## config.mk

```make
export PLATFORM = sky130hd
export DESIGN_NAME = output_port_arbiter
export DESIGN_NICKNAME = d
export VERILOG_FILES = /design/src/rtl/output_port_arbiter.sv
export SDC_FILE = /design/constraint.sdc
export NUM_CORES = 1
export LEC_CHECK = 0
export CAP_MARGIN = 20
export CORE_UTILIZATION = 61
export DETAILED_ROUTE_END_ITERATION = 12
export GPL_ROUTABILITY_DRIVEN = 0
export PLACE_DENSITY = 0.95
export RECOVER_POWER = 25
export SKIP_CTS_REPAIR_TIMING = 1
export SYNTH_ARGS = -nofsm -noshare
export SYNTH_HDL_FRONTEND = slang
export SYNTH_HIERARCHICAL = 1
export SYNTH_SLANG_ARGS = --single-unit
```

## constraint.sdc

```tcl
create_clock -name clk -period 12.7 [get_ports clk]
set_input_delay 1.27 -clock clk [delete_from_list [all_inputs] [get_ports clk]]
set_output_delay 1.27 -clock clk [all_outputs]
set_load 0.02 [all_outputs]
```

## src/rtl/output_port_arbiter.sv

```systemverilog
// -----------------------------------------------------------------------------
// output_port_arbiter
//   Wormhole arbiter for one router output port. Grants one requesting input
//   round-robin on a head flit, then holds the grant until that input's tail
//   flit has transferred. Every flit is metered against a downstream credit
//   counter, so the output buffer can never overflow.
//
// Ports
//   clk          in   clock, rising edge
//   arst         in   synchronous active-high reset
//   req_i        in   [N_INPUTS]  input i requests this output
//   head_i       in   [N_INPUTS]  flit of input i is a head flit
//   tail_i       in   [N_INPUTS]  flit of input i is a tail flit
//   ready_o      out  [N_INPUTS]  one-hot/zero; input i moves when req_i[i]&ready_o[i]
//   sel_o        out  [SEL_W]     index of the granted input (crossbar select)
//   valid_o      out  flit leaves on the output this cycle
//   credit_ret_i in   downstream freed one slot
//   locked_o     out  packet in progress
//   wdog_err_o   out  sticky lock watchdog error
//
// Build options
//   ARB_WDOG_EN    adds the lock watchdog; otherwise wdog_err_o is tied low.
//   NO_ASSERTIONS  drops the protocol checker instance.
// -----------------------------------------------------------------------------
module output_port_arbiter #(
    parameter int N_INPUTS    = 5,
    parameter int CREDITS     = 4,
    parameter int WDOG_CYCLES = 256,
    localparam int SEL_W      = (N_INPUTS > 1) ? $clog2(N_INPUTS) : 1,
    localparam int CRED_W     = $clog2(CREDITS + 1)
) (
    input  logic                clk,
    input  logic                arst,
    input  logic [N_INPUTS-1:0] req_i,
    input  logic [N_INPUTS-1:0] head_i,
    input  logic [N_INPUTS-1:0] tail_i,
    output logic [N_INPUTS-1:0] ready_o,
    output logic [SEL_W-1:0]    sel_o,
    output logic                valid_o,
    input  logic                credit_ret_i,
    output logic                locked_o,
    output logic                wdog_err_o
);

    localparam logic [0:0] ST_IDLE   = 1'b0;
    localparam logic [0:0] ST_LOCKED = 1'b1;

    logic [0:0]          state_r;
    logic [SEL_W-1:0]    rr_ptr_r;
    logic [SEL_W-1:0]    sel_r;
    logic [CRED_W-1:0]   credits_r;

    logic [N_INPUTS-1:0] eligible_s;
    logic [N_INPUTS-1:0] grant_s;
    logic [SEL_W-1:0]    win_s;
    logic                found_s;
    logic                xfer_s;
    logic                last_s;
    int                  idx_s;

    // Round-robin successor, wrapping N_INPUTS-1 back to 0.
    function automatic logic [SEL_W-1:0] next_idx(input logic [SEL_W-1:0] i);
        if (i == SEL_W'(N_INPUTS - 1)) begin
            next_idx = '0;
        end else begin
            next_idx = i + 1'b1;
        end
    endfunction

    // Zero-cycle arbitration: pick the grant from state, credits and requests.
    // credit_ret_i is deliberately absent so a returned credit is only usable
    // on the following cycle.
    always_comb begin
        eligible_s = req_i & head_i;
        grant_s    = '0;
        win_s      = sel_r;
        found_s    = 1'b0;
        idx_s      = 0;
        if (arst) begin
            grant_s = '0;
        end else if (state_r == ST_IDLE) begin
            if (credits_r != '0) begin
                for (int k = 0; k < N_INPUTS; k++) begin
                    idx_s = int'(rr_ptr_r) + k;
                    if (idx_s >= N_INPUTS) begin
                        idx_s = idx_s - N_INPUTS;
                    end else begin
                        idx_s = idx_s;
                    end
                    if (!found_s && eligible_s[idx_s]) begin
                        found_s = 1'b1;
                        win_s   = SEL_W'(idx_s);
                    end else begin
                        found_s = found_s;
                    end
                end
                if (found_s) begin
                    grant_s[win_s] = 1'b1;
                end else begin
                    grant_s = '0;
                end
            end else begin
                grant_s = '0;
            end
        end else begin
            // Locked: only the owner may move, and only with a credit in hand.
            if (credits_r != '0) begin
                grant_s[sel_r] = 1'b1;
            end else begin
                grant_s = '0;
            end
        end
    end

    assign xfer_s   = |(req_i & grant_s);
    assign last_s   = xfer_s & tail_i[win_s];
    assign ready_o  = grant_s;
    assign sel_o    = win_s;
    assign valid_o  = xfer_s;
    assign locked_o = (state_r == ST_LOCKED);

    // Packet lock state, round-robin pointer and held select.
    always_ff @(posedge clk) begin
        if (arst) begin
            state_r  <= ST_IDLE;
            rr_ptr_r <= '0;
            sel_r    <= '0;
        end else begin
            case (state_r)
                ST_IDLE: begin
                    if (xfer_s) begin
                        sel_r <= win_s;
                        if (last_s) begin
                            rr_ptr_r <= next_idx(win_s);
                        end else begin
                            state_r <= ST_LOCKED;
                        end
                    end
                end
                ST_LOCKED: begin
                    // A head flit on the owner mid-packet is treated as body.
                    if (last_s) begin
                        state_r  <= ST_IDLE;
                        rr_ptr_r <= next_idx(sel_r);
                    end
                end
                default: begin
                    state_r <= ST_IDLE;
                end
            endcase
        end
    end

    // Downstream credit counter; a return at full count is dropped.
    always_ff @(posedge clk) begin
        if (arst) begin
            credits_r <= CRED_W'(CREDITS);
        end else begin
            case ({xfer_s, credit_ret_i})
                2'b10: credits_r <= credits_r - 1'b1;
                2'b01: begin
                    if (credits_r != CRED_W'(CREDITS)) begin
                        credits_r <= credits_r + 1'b1;
                    end
                end
                default: credits_r <= credits_r;
            endcase
        end
    end

`ifdef ARB_WDOG_EN
    localparam int WD_W = $clog2(WDOG_CYCLES + 1);

    logic [WD_W-1:0] wdog_cnt_r;
    logic            wdog_err_r;

    // Lock watchdog: counts locked cycles without a flit moving. Entering and
    // leaving LOCKED always coincide with a transfer, so clearing on transfer
    // covers both.
    always_ff @(posedge clk) begin
        if (arst) begin
            wdog_cnt_r <= '0;
            wdog_err_r <= 1'b0;
        end else if (xfer_s) begin
            wdog_cnt_r <= '0;
        end else if (state_r == ST_LOCKED) begin
            if (wdog_cnt_r != WD_W'(WDOG_CYCLES)) begin
                wdog_cnt_r <= wdog_cnt_r + 1'b1;
                if (wdog_cnt_r == WD_W'(WDOG_CYCLES - 1)) begin
                    wdog_err_r <= 1'b1;
                end
            end
        end else begin
            wdog_cnt_r <= '0;
        end
    end

    assign wdog_err_o = wdog_err_r;
`else
    assign wdog_err_o = 1'b0;
`endif

`ifndef NO_ASSERTIONS
    output_port_arbiter_checker #(
        .N_INPUTS (N_INPUTS),
        .CREDITS  (CREDITS)
    ) u_checker (
        .clk        (clk),
        .arst       (arst),
        .ready      (grant_s),
        .valid      (xfer_s),
        .credits    (credits_r),
        .credit_ret (credit_ret_i),
        .locked     (locked_o),
        .head       (head_i),
        .sel        (sel_r)
    );
`endif

endmodule

// -----------------------------------------------------------------------------
// output_port_arbiter_checker
//   Invariant checks for the arbiter. Internal invariants are errors; upstream
//   protocol violations (extra credit, head mid-packet) are warnings because
//   the arbiter tolerates them.
// -----------------------------------------------------------------------------
module output_port_arbiter_checker #(
    parameter int N_INPUTS    = 5,
    parameter int CREDITS     = 4,
    localparam int SEL_W      = (N_INPUTS > 1) ? $clog2(N_INPUTS) : 1,
    localparam int CRED_W     = $clog2(CREDITS + 1)
) (
    input logic                clk,
    input logic                arst,
    input logic [N_INPUTS-1:0] ready,
    input logic                valid,
    input logic [CRED_W-1:0]   credits,
    input logic                credit_ret,
    input logic                locked,
    input logic [N_INPUTS-1:0] head,
    input logic [SEL_W-1:0]    sel
);

    // Per-cycle invariant and protocol checks.
    always @(posedge clk) begin
        if (!arst) begin
            assert ($onehot0(ready)) else $error("arbiter: ready not one-hot");
            if (valid) begin
                assert (credits != '0) else $error("arbiter: transfer with no credit");
            end
            if (credit_ret && !valid) begin
                assert (credits != CRED_W'(CREDITS))
                    else $warning("arbiter: credit return at full count ignored");
            end
            if (locked && valid) begin
                assert (!head[sel]) else $warning("arbiter: head flit on locked input");
            end
        end
    end

endmodule

```

==> flow_metrics.py <==
metrics = {
    "run_status": {
        "status": "finished with violations",
        "violations": "capacitance limit, slew limit",
    },
    "critical_path": {
        "cp-end-kind": "primary output",
        "r2r.worst_path.cells": 17,
        "cp.arrival_ns": 6.44,
        "cp.required_ns": 11.43,
        "worstPathMaxFanout": 19,
        "cp-start-kind": "flip-flop",
        "r2r_start": "rr_ptr_r[1]",
        "crit_type": "flip-flop to primary output",
        "reg2reg_to": "credits_r[2]",
        "reg2reg_slack_ns": 5.99,
    },
    "final_layout": {
        "drive_above_1_share_pct": 9.66,
        "fin_util_pct": 72.4,
        "final_common_cell": "nand2_1",
        "syn_to_final_growth_pct": 11.3,
        "final_cell_mix": "nand2_1, nor2_1, clkdlybuf4s50_1",
        "insertedDiodeCount": 0,
        "final_area_sq_um": 2730,
        "final_cells": 400,
        "nNetsFinal": 389,
    },
    "pwr": {
        "clockPowerShare_pct": 8.5,
        "p_leak_nw": 1.00,
        "pwr-share-seq_pct": 13.0,
        "power_switching_mw": 0.253,
        "ir_drop_mv": 0.139,
        "cellPowerDensity_nw_per_um2": 174,
        "p_int_mw": 0.222,
        "combinationalPowerShare_pct": 78.5,
        "p_total_mw": 0.474,
        "sw_frac_of_total_pct": 53.3,
    },
    "cts": {
        "clk_pin_slew_ns": 0.05,
        "clockBufferDepth": 2,
        "cts_tree": "done",
        "htree_num_levels": 1,
        "cts_root_buf": "clkbuf_8",
        "cts_sinks": 10,
        "cts_made_buffers": 3,
        "clock_latency_ns": 0.24,
    },
    "sta": {
        "grt_setup_unrepaired": "false",
        "post-route-period-util_pct": 60.7,
        "finalSetupViolCount": 0,
        "skew_ns": 0.00309,
        "fmax_mhz": 130,
        "relSlewSlack_pct": -1.75,
        "setup_tns_ns": 0,
        "hold_viol": 0,
        "hold-worst-slack_ns": 0.666,
        "tightest_slew_ns": 1.52,
        "drv_slew": 10,
        "period_minus_slack_ns": 7.71,
        "layout_setup_ws_ns": 4.99,
    },
    "die": {
        "core_region_area_sq_um": 3770,
        "die_h_um": 65.4,
        "die_w_um": 65.4,
        "io_pins": 29,
        "initial_core_util_pct": 65.0,
        "design.die.area_sq_um": 4280,
        "rows": 22,
    },
    "yosys": {
        "synth_fp_nets": 373,
        "syn_area_sq_um": 2450,
        "ys_warn_count": 6,
        "ys.flop_type": "dfxtp_1",
        "synth_edf_count": 0,
        "async_reset_ff_share_pct": 0,
        "synth_cell_types": 83,
        "synth_seq_cells": 10,
        "postSynthAreaPerCell_sq_um": 7.28,
        "seq_area_frac_synth_pct": 8.16,
        "syn_inst": 337,
    },
    "global_route": {
        "grt_usage_pct": 33.5,
        "grt_pass1_wl_um": 11300,
        "overflow": 0,
        "grt_pass1_vias": 2525,
        "antenna_found_initial": 0,
        "grt_max_degree": 35,
    },
    "placed_design": {
        "placedCellCount": 396,
        "dp_hpwl_um": 5330,
        "pre_cts_ws_ns": 6.20,
        "dpl_cell_area_sq_um": 2700,
        "portBuffers": 27,
    },
    "hold_path": {
        "hold_class": "flip-flop to flip-flop",
        "hold_end": "credits_r[2]",
        "hp-start": "credits_r[2]",
        "hold-path-cell-count": 3,
    },
    "route": {
        "drt_first_pass_iters": 5,
        "vias": 2774,
        "drt_iter0_drc": 345,
        "post_drt_wl_per_cell_um": 17.5,
        "routed_via_density": 6.94,
        "remaining_drc_errors": 0,
        "antenna_left": 0,
        "wirelength_um": 7010,
    },
    "job": {
        "max-cap-violations": 1,
    },
}
[worst max-delay path, cell delays in order, from the launching register on]
cell and delay, ns:
dfxtp_1 0.64, inv_1 0.33, ha_1 0.75, nand2_1 0.15
o41ai_1 0.80, a21boi_0 0.26, nand2_1 0.20, nand3_1 0.15
or3_1 0.36, and2_0 0.34, mux2i_1 0.21, a311oi_1 1.26
inv_4 0.12, clkdlybuf4s50_1 0.61
[synthesized netlist by cell type (3+ instances only)]
library cell / n / area share, %
nand2_1: 32 / 4.9
nor2_1: 27 / 4.1
a21oi_1: 20 / 4.1
o21ai_0: 19 / 3.9
ha_1: 17 / 8.7
inv_1: 14 / 2.1
nand3_1: 14 / 2.9
a211oi_1: 11 / 3.4
dfxtp_1: 10 / 8.2
mux2i_1: 10 / 4.1
nand2b_1: 10 / 2.6
clkbuf_1: 9 / 1.4
nand3b_1: 7 / 2.1
nor2b_1: 7 / 1.8
a31oi_1: 6 / 1.5
nor3_1: 6 / 1.2
o211ai_1: 6 / 1.8
a2111oi_0: 5 / 1.8
and2_1: 5 / 1.3
a21o_1: 4 / 1.2
and3_1: 4 / 1.0
buf_2: 4 / 0.82
or2_2: 4 / 1.0
or3_1: 4 / 1.0
xnor2_1: 4 / 1.4
a31o_2: 3 / 1.1
a32o_1: 3 / 1.2
buf_6: 3 / 1.4
nor4_1: 3 / 0.77
o21a_1: 3 / 0.92
o32ai_1: 3 / 1.1
[sequential cells by signal, summed over array words and instances (netlist names), named ones only]
| name | cells |
|---|---|
| credits_r | 3 |
| rr_ptr_r | 3 |
| sel_r | 3 |
[cell families after synthesis]
family                     after synthesis  share of synthesized area (%)
and+or+nand+nor                        140                           31.0
DFF                                     10                           8.16
xor gates and xnor gates                 5                           1.79
AOI/OAI and AO/OA                      114                           35.9
other                                    1                          0.153
muxes                                   15                           6.99
buffers and inverters                   34                           6.58
adders and majority gates               18                           9.49
[cell type report]
| class | instances | area (sq um) |
|---|---|---|
| Inverter | 17 | 66.3 |
| Timing Repair Buffer | 28 | 278 |
| Fill cell | 300 | 1040 |
| Tap cell | 48 | 60.1 |
| Sequential cell | 10 | 200 |
| Multi-Input combinational cell | 293 | 2070 |
| Clock buffer | 4 | 55.1 |
[how the worst max path moves through the flow]
| stage | startpoint | end | slack, ns | cells past startpoint |
|---|---|---|---|---|
| final | rr_ptr_r[1] | valid_o | 4.99 | 13 |
| after global routing | rr_ptr_r[1] | valid_o | 4.64 | 14 |
| after CTS | rr_ptr_r[1] | valid_o | 5.90 | 13 |
| after detailed placement | rr_ptr_r[1] | valid_o | 6.20 | 13 |
| after global placement | rr_ptr_r[1] | valid_o | 6.34 | 14 |
| after floorplan | rr_ptr_r[1] | ready_o[2] | 7.36 | 14 |
[layer usage]
| metal | track usage, % | wire, um | up-vias |
|---|---|---|---|
| li1 | - | - | 1311 |
| met1 | 40.5 | 2900 | 1286 |
| met2 | 58.0 | 3390 | 149 |
| met3 | 3.13 | 477 | 28 |
| met4 | 18.2 | 245 | 0 |
| met5 | 0 | 0 | - |
[power groups by stage]
| stage | combinational [mW] | sequential, mW | clock (mW) |
|---|---|---|---|
| after global placement | 0.360 | 0.0605 | 0 |
| after CTS | 0.374 | 0.0602 | 0.0401 |
| final | 0.372 | 0.0616 | 0.0404 |
| after global routing | 0.400 | 0.0633 | 0.0427 |
| after detailed placement | 0.371 | 0.0606 | 0 |
| after floorplan | 0.298 | 0.0472 | 0 |
Note: power is estimated with default switching activity, not from simulation.
